--- src/rtl/encoder_8b10b_sync_if.sv ---
// Byte-in / symbol-out bundle for the 8b/10b encoder.
// master = upstream TX logic, slave = encoder.
interface encoder_8b10b_sync_if;
    logic       DF;   // running disparity at symbol start
    logic       K;    // control character select
    logic [7:0] DI;   // HGFEDCBA
    logic       DE;   // running disparity after DO
    logic [9:0] DO;   // abcdei_fghj, DO[9]=a

    modport master (output DF, output K, output DI, input DE, input DO);
    modport slave  (input DF, input K, input DI, output DE, output DO);
endinterface

--- src/rtl/encoder_8b10b_sync.sv ---
// Registered 8b/10b encoder: one byte plus entry disparity in, one 10-bit
// symbol plus exit disparity out, one cycle later. Disparity is chained by
// the caller (DE fed back to DF).
module encoder_8b10b_sync (
    input  logic                 CLK,
    input  logic                 RST,
    encoder_8b10b_sync_if.slave  bus
);
    logic [4:0] w_x;
    logic [2:0] w_y;
    logic       w_k28;
    logic       w_kx7;
    logic       w_a7;
    logic [5:0] w_6b_n;
    logic       w_6b_unbal;
    logic [5:0] w_6b;
    logic       w_rd_mid;
    logic [3:0] w_4b_n;
    logic       w_4b_unbal;
    logic       w_4b_inv;
    logic [3:0] w_4b;
    logic [9:0] r_do;
    logic       r_de;

    assign w_x   = bus.DI[4:0];
    assign w_y   = bus.DI[7:5];
    assign w_k28 = bus.K && (w_x == 5'd28);
    // K23/27/28/29/30.7 are the only K.x.7 codes; other K bytes fall back to data.
    assign w_kx7 = bus.K && (w_y == 3'd7) &&
                   ((w_x == 5'd23) || (w_x == 5'd27) || (w_x == 5'd28) ||
                    (w_x == 5'd29) || (w_x == 5'd30));

    // 5b/6b lookup: RD- form plus whether the code is unbalanced
    always_comb begin
        {w_6b_unbal, w_6b_n} = 7'b0_000000;
        if (w_k28) begin
            {w_6b_unbal, w_6b_n} = 7'b1_001111;
        end else begin
            case (w_x)
                5'd0:  {w_6b_unbal, w_6b_n} = 7'b1_100111;
                5'd1:  {w_6b_unbal, w_6b_n} = 7'b1_011101;
                5'd2:  {w_6b_unbal, w_6b_n} = 7'b1_101101;
                5'd3:  {w_6b_unbal, w_6b_n} = 7'b0_110001;
                5'd4:  {w_6b_unbal, w_6b_n} = 7'b1_110101;
                5'd5:  {w_6b_unbal, w_6b_n} = 7'b0_101001;
                5'd6:  {w_6b_unbal, w_6b_n} = 7'b0_011001;
                5'd7:  {w_6b_unbal, w_6b_n} = 7'b0_111000;
                5'd8:  {w_6b_unbal, w_6b_n} = 7'b1_111001;
                5'd9:  {w_6b_unbal, w_6b_n} = 7'b0_100101;
                5'd10: {w_6b_unbal, w_6b_n} = 7'b0_010101;
                5'd11: {w_6b_unbal, w_6b_n} = 7'b0_110100;
                5'd12: {w_6b_unbal, w_6b_n} = 7'b0_001101;
                5'd13: {w_6b_unbal, w_6b_n} = 7'b0_101100;
                5'd14: {w_6b_unbal, w_6b_n} = 7'b0_011100;
                5'd15: {w_6b_unbal, w_6b_n} = 7'b1_010111;
                5'd16: {w_6b_unbal, w_6b_n} = 7'b1_011011;
                5'd17: {w_6b_unbal, w_6b_n} = 7'b0_100011;
                5'd18: {w_6b_unbal, w_6b_n} = 7'b0_010011;
                5'd19: {w_6b_unbal, w_6b_n} = 7'b0_110010;
                5'd20: {w_6b_unbal, w_6b_n} = 7'b0_001011;
                5'd21: {w_6b_unbal, w_6b_n} = 7'b0_101010;
                5'd22: {w_6b_unbal, w_6b_n} = 7'b0_011010;
                5'd23: {w_6b_unbal, w_6b_n} = 7'b1_111010;
                5'd24: {w_6b_unbal, w_6b_n} = 7'b1_110011;
                5'd25: {w_6b_unbal, w_6b_n} = 7'b0_100110;
                5'd26: {w_6b_unbal, w_6b_n} = 7'b0_010110;
                5'd27: {w_6b_unbal, w_6b_n} = 7'b1_110110;
                5'd28: {w_6b_unbal, w_6b_n} = 7'b0_001110;
                5'd29: {w_6b_unbal, w_6b_n} = 7'b1_101110;
                5'd30: {w_6b_unbal, w_6b_n} = 7'b1_011110;
                default: {w_6b_unbal, w_6b_n} = 7'b1_101011;
            endcase
        end
    end

    // RD+ form is the complement for unbalanced codes and for the D.07 alternate pair.
    assign w_6b     = (bus.DF && (w_6b_unbal || (w_x == 5'd7))) ? ~w_6b_n : w_6b_n;
    assign w_rd_mid = bus.DF ^ w_6b_unbal;

    // A7 avoids a run of five across the 6b/4b boundary.
    assign w_a7 = w_kx7 ||
                  (!w_rd_mid && ((w_x == 5'd17) || (w_x == 5'd18) || (w_x == 5'd20))) ||
                  ( w_rd_mid && ((w_x == 5'd11) || (w_x == 5'd13) || (w_x == 5'd14)));

    // 3b/4b lookup: RD- form plus whether the code is unbalanced
    always_comb begin
        {w_4b_unbal, w_4b_n} = 5'b0_0000;
        case (w_y)
            3'd0:    {w_4b_unbal, w_4b_n} = 5'b1_1011;
            3'd1:    {w_4b_unbal, w_4b_n} = 5'b0_1001;
            3'd2:    {w_4b_unbal, w_4b_n} = 5'b0_0101;
            3'd3:    {w_4b_unbal, w_4b_n} = 5'b0_1100;
            3'd4:    {w_4b_unbal, w_4b_n} = 5'b1_1101;
            3'd5:    {w_4b_unbal, w_4b_n} = 5'b0_1010;
            3'd6:    {w_4b_unbal, w_4b_n} = 5'b0_0110;
            default: {w_4b_unbal, w_4b_n} = w_a7 ? 5'b1_0111 : 5'b1_1110;
        endcase
    end

    // K28.1/2/5/6 flip the balanced fghj when entering at intermediate RD-,
    // which is what gives those symbols their comma/K polarity.
    assign w_4b_inv = (w_rd_mid && (w_4b_unbal || (w_y == 3'd3))) ^
                      (w_k28 && !w_rd_mid &&
                       ((w_y == 3'd1) || (w_y == 3'd2) || (w_y == 3'd5) || (w_y == 3'd6)));
    assign w_4b     = w_4b_inv ? ~w_4b_n : w_4b_n;

    // Output register; reset clears the symbol and disparity
    always_ff @(posedge CLK) begin
        if (RST) begin
            r_do <= 10'b0;
            r_de <= 1'b0;
        end else begin
            r_do <= {w_6b, w_4b};
            r_de <= w_rd_mid ^ w_4b_unbal;
        end
    end

    assign bus.DO = r_do;
    assign bus.DE = r_de;
endmodule

--- src/flat_wrapper.sv ---
// flat-port wrapper written by rule: the top's interface ports become plain ports
module encoder_8b10b_sync_flat 
  (CLK, RST, bus_DF, bus_K, bus_DI, bus_DE, bus_DO);
  encoder_8b10b_sync_if bus_i ();
  input  logic CLK;
  input  logic RST;
  input wire logic [$bits(bus_i.DF)-1:0] bus_DF;
  input wire logic [$bits(bus_i.K)-1:0] bus_K;
  input wire logic [$bits(bus_i.DI)-1:0] bus_DI;
  output wire logic [$bits(bus_i.DE)-1:0] bus_DE;
  output wire logic [$bits(bus_i.DO)-1:0] bus_DO;
  assign bus_i.DF = bus_DF;
  assign bus_i.K = bus_K;
  assign bus_i.DI = bus_DI;
  assign bus_DE = bus_i.DE;
  assign bus_DO = bus_i.DO;
  encoder_8b10b_sync u_core (.CLK(CLK), .RST(RST), .bus(bus_i));
endmodule
--- config.mk ---
export PLATFORM = sky130hd
export DESIGN_NAME = encoder_8b10b_sync_flat
export DESIGN_NICKNAME = d
export VERILOG_FILES = /design/src/rtl/encoder_8b10b_sync_if.sv /design/src/rtl/encoder_8b10b_sync.sv /design/src/flat_wrapper.sv
export SDC_FILE = /design/constraint.sdc
export NUM_CORES = 1
export LEC_CHECK = 0
export ABC_AREA = 1
export CAP_MARGIN = 20
export CORE_ASPECT_RATIO = 1.5
export CORE_MARGIN = 4
export CORE_UTILIZATION = 40
export DETAILED_ROUTE_END_ITERATION = 12
export HOLD_SLACK_MARGIN = 0.06
export MAX_ROUTING_LAYER = met4
export PLACE_DENSITY = 0.64
export REMOVE_ABC_BUFFERS = 1
export SYNTH_ARGS = -nofsm -noshare
export SYNTH_HDL_FRONTEND = slang
export SYNTH_SLANG_ARGS = --single-unit
--- constraint.sdc ---
create_clock -name CLK -period 2.25 [get_ports CLK]
set_clock_uncertainty 0.15 [all_clocks]
set_input_delay 0.225 -clock CLK [delete_from_list [all_inputs] [get_ports CLK]]
set_output_delay 0.225 -clock CLK [all_outputs]
set_load 0.02 [all_outputs]
; ---- Word level (Yosys, flattened, before mapping)
; Memory sizes are Yosys's and may differ from the RTL's.
; Index checks and enable logic that the tools add are counted.
[word_totals]
reg_bits = 11
mem_bits_ro = 224
inputBits = 12
output_inout_bits = 11
word_cells = 62
n_memories = 1
[mem_list]
columns = name, words, width, read_ports, rd_clocked_by_memory_dff, wr, line
row1 = (name not given), 32, 7, 1, 0, 0, encoder_8b10b_sync.sv:39  ; case (w_x)
[classes]
eq_ne = 19
n_mux = 7
bitwise_logic = 5
n_reduce_logical = 28
[ops]
columns = cell, count
row1 = $eq A5 B5 Y1 const B, 8
row2 = $pmux W4 S7, 1
row3 = $eq A5 B4 Y1 const B, 3
row4 = $logic_or A1 B1 Y1, 15
row5 = $eq A3 B3 Y1 const B, 4
row6 = $mux W6, 2
row7 = $logic_and A1 B1 Y1, 9
row8 = $mux W4, 2
row9 = $eq A3 B2 Y1 const B, 2
row10 = $not A6 Y6, 1
row11 = $eq A5 B3 Y1 const B, 1
row12 = $reduce_or A5 Y1, 1
row13 = $not A4 Y4, 1
row14 = $eq A3 B1 Y1 const B, 1
row15 = $logic_not A3 Y1, 1
row16 = $xor A1 B1 Y1, 3
row17 = $pmux W1 S2, 1
row18 = $reduce_or A2 Y1, 1
row19 = $logic_not A1 Y1, 1
row20 = $mux W1, 1

; ---- Logic depth before layout (Yosys ltp)
[depth]
depth_word = 12
mapped_depth = 16
mapped_depth_nobuf = 16

; ---- Least setup slack after synthesis
; OpenSTA, ideal clock, no wires.
[synth_timing]
kind = input to register
from = in bus_DI[0]
to = reg u_core.r_do[0], in the netlist u_core.bus.DO[0]
t_arrival_ns = 1.473
slack_ns = 0.511
stages = 14
path_cell_list = inv_1 ha_1 inv_2 nand2_1 nand3_1 nand3_2 nand3_4 nand2_2 nand2_2 nand2_2 nand2_4 inv_4 a21oi_1 nor2_2
[synth_via]
elab_chain_len = 12
elab_cells_between_ends = 37
cone_classes = eq/ne (11) / mux (4) / bitwise (3) / reduce/logical (18) / memory (1)
[synth_lines]
columns = element, line
row1 = "start, declared", flat_wrapper.sv:9  ; input wire logic [$bits(bus_i.DI)-1:0] bus_DI;
row2 = branches (longest 11 deep; another with $mem_v2 Z32 W7), -
row3 = $mux W4 (*), encoder_8b10b_sync.sv:105  ; assign w_4b = w_4b_inv ? ~w_4b_n : w_4b_n;
row4 = "end signal, assigned", encoder_8b10b_sync.sv:113  ; r_do <= {w_6b, w_4b};
row5 = "end, declared", encoder_8b10b_sync.sv:22  ; logic [9:0] r_do;
; Mark *: on every way between the ends.
; A chain may end at the register's enable or synchronous reset.

; ---- Final worst setup path
; Same ends and word-level chain as after synthesis.

==> results.tsv <==
stage	metric	value	unit
yosys	synth_cell_types	32	
sta	maxSlewHeadroom	75.7	%
floorplanning	core	0.00265	mm2
detailed_routing	avgRoutedWirePerCell	11.7	um
power_and_ir_drop	power.leakage	0.739	nW
clock_tree	clkSlewWorstSetupHoldPaths	50	ps
worst_hold_path	min_path_type	input pin to flip-flop	
finish	diodes	0	
power_and_ir_drop	p_total	0.000706	W
detailed_routing	ant_nets	0	
global_route	grt.total_usage	16.5	%
power_and_ir_drop	power_switching	0.000231	W
finish	final_util	59.0	%
worst_setup_path	crit_arrival	2080	ps
worst_setup_path	cp_max_fo	6	
clock_tree	numCtsBuffers	3	
worst_setup_path	cp_data_required_time	2230	ps
power_and_ir_drop	p_sw_share	32.6	%
detailed_routing	drt_wl_total	2800	um
clock_tree	cts_tree	yes	
detailed_routing	viasPerCell	4.95	
sta	max_freq	475	MHz
detailed_routing	vias	1187	
clock_tree	clockBufferDepth	2	
sta	finalCritPeriodShare	93.6	%
placement	place_congestion	0.876	
clock_tree	post_cts_buffers	0	
power_and_ir_drop	p_seq_share	31.3	%
finish	finalNetCount	223	
finish	drive_gt1_share	31.5	%
placement	dp_slack	-158	ps
power_and_ir_drop	powerDensity	452	mW/mm2
placement	dp_hpwl	2380	um
global_route	antenna_found_initial	0	
worst_hold_path	min_path_cells	5	
global_route	grt_pass1_wl	4600	um
yosys	netlist_instances	157	
power_and_ir_drop	ir_drop	223	uV
finish	area.growth.synth_to_final	42.3	%
clock_tree	cts_root_buf	clkbuf_8	
detailed_routing	drc_errors	0	
yosys	ys_seq_elements	11	
floorplanning	row_count	23	
placement	io_buffer_count	22	
floorplanning	die_w	50.8	um
worst_setup_path	worstSetupStartpointType	input pin	
clock_tree	cts-resized-gates	0	
global_route	grt_max_degree	12	
sta	hold_viol	0	
yosys	syn_area_per_cell	6.99	um2
detailed_routing	first_pass_iters	4	
clock_tree	h-tree-depth	1	
yosys	ys_seq_area_share	20.1	%
sta	rsz0062_at_grt	no	
sta	min_period	2110	ps
sta	setup_violations	0	
floorplanning	die_area	0.00366	mm2
power_and_ir_drop	clkPwrFrac	26.6	%
worst_hold_path	min_from	bus_DI[1]	
floorplanning	ioPinCount	23	
clock_tree	ctsHoldBuffers	0	
clock_tree	clkSinkCount	11	
worst_setup_path	crit_type	input pin to flip-flop	
status	outcome	finished, final reports clean	
floorplanning	die_y	72.1	um
sta	tightest_slew	361	ps
power_and_ir_drop	internal-power	0.000476	W
placement	post-place-cells	236	
worst_hold_path	holdPathEnd	u_core.bus.DO[9]	
job	max-cap-violations	0	
finish	final_cells	240	
global_route	grt_pass1_vias	1076	
sta	slew_viol_final	0	
global_route	grt_overflow	0	
detailed_routing	drt_iter0_drc	16	
sta	fin_ws	144	ps
yosys	syn_area	0.00110	mm2
floorplanning	start_util	41.4	%
power_and_ir_drop	power_frac_comb	42.1	%
yosys	ys_warn_count	0	
worst_setup_path	endpoint_kind	flip-flop	
==> cell families after synthesis <==
logic type      count (synthesis)  share of synthesized area, %
simple gates                   68                          35.8
compound gates                 44                          23.8
buf+inv                        26                          11.5
flops                          11                          20.1
fa+ha+maj                       7                          7.98
xor+xnor                        1                         0.798
==> area by class of cell <==
type / instances / area (um2)
flip-flops and latches: 11 / 220
clock buffers: 4 / 45.0
repair buffers: 47 / 410
multi-input cells: 120 / 753
inverters: 21 / 86.3
fillers: 282 / 1090
well taps: 37 / 46.3
==> power by group through the flow <==
stage,registers [W],clock network (W),logic [W]
floorplan,0.000252,0,0.000133
global placement,0.000224,0,0.000293
detailed placement,0.000225,0,0.000298
CTS,0.000221,0.000190,0.000299
global route,0.000223,0.000207,0.000322
finish,0.000221,0.000188,0.000297
==> cell usage in the layout (no fill, tap or decap), drive strengths merged <==
| cell type | instances |
|---|---|
| nor3 | 2 |
| a31oi | 1 |
| xor2 | 1 |
| nor2 | 12 |
| nand3b | 1 |
| a311oi | 1 |
| buf | 25 |
| dlymetal6s2s | 1 |
| nand3 | 13 |
| o21ai | 20 |
| clkdlybuf4s50 | 21 |
| a211oi | 1 |
| a21oi | 17 |
| ha | 7 |
| nand4 | 3 |
| nand2 | 37 |
| dfxtp | 11 |
| o211ai | 3 |
| inv | 21 |
| clkbuf | 4 |
| o2111ai | 1 |
==> worst max path at each step <==
stage                   start               end  slack, ps  cells past startpoint
finish              bus_DI[0]  u_core.bus.DO[0]        140                     16
global route        bus_DI[0]  u_core.bus.DO[0]         30                     16
CTS                 bus_DI[1]  u_core.bus.DO[0]         80                     16
detailed placement  bus_DI[1]  u_core.bus.DO[0]       -160                     16
global placement    bus_DI[0]  u_core.bus.DO[0]       -120                     14
floorplan           bus_DI[0]  u_core.bus.DO[0]        510                     14
==> state kept, by name, indices dropped and copies added, names as in the netlist <==
signal and flops:
u_core.bus.DE 1, u_core.bus.DO 10
==> per-stage QoR <==
step | cell area, um2 | TNS (ps) | hold WS [ps]
2_1_floorplan | 1060 | 0 | 256
5_1_grt | 1560 | 0 | 536
4_1_cts | 1560 | 0 | 640
6_report | 1560 | 0 | 444
3_3_place_gp | 1510 | -729 | 847
3_5_place_dp | 1510 | -1020 | 869
==> critical path, stage by stage <==
cell,delay [ps]
clkdlybuf4s50_1,500
inv_1,80
ha_2,200
buf_4,140
nand2_2,90
nand3_2,70
nand3_2,120
nand3_4,100
nand2_2,80
nand2_2,60
nand2_2,70
nand2_4,60
inv_4,90
nand3_2,90
nand2_2,70
nor2_2,30
==> synth_stat cells (all sizes together) <==
cell	instances	share of area (%)
nand3	13	10
a31oi	1	0.57
nand2	37	17
o21ai	20	10
o2111ai	1	0.80
a21oi	17	8.4
dfxtp	11	20
nor3	2	0.91
nand4	3	1.7
o211ai	3	2.1
xor2	1	0.80
a211oi	1	0.68
a311oi	1	0.80
nand3b	1	0.68
buf	5	3.6
nor2	12	5.2
ha	7	8.0
inv	21	7.9
==> metal layers <==
layer	share of wire [%]	wire length (um)	up-vias	track usage [%]
met5	0	0	-	-
met2	56	1570	36	32.4
met1	39	1080	527	16.3
met4	1.4	40	0	6.29
met3	3.8	105	5	1.44
li1	-	-	619	-
(Power assumes the default switching activity.)
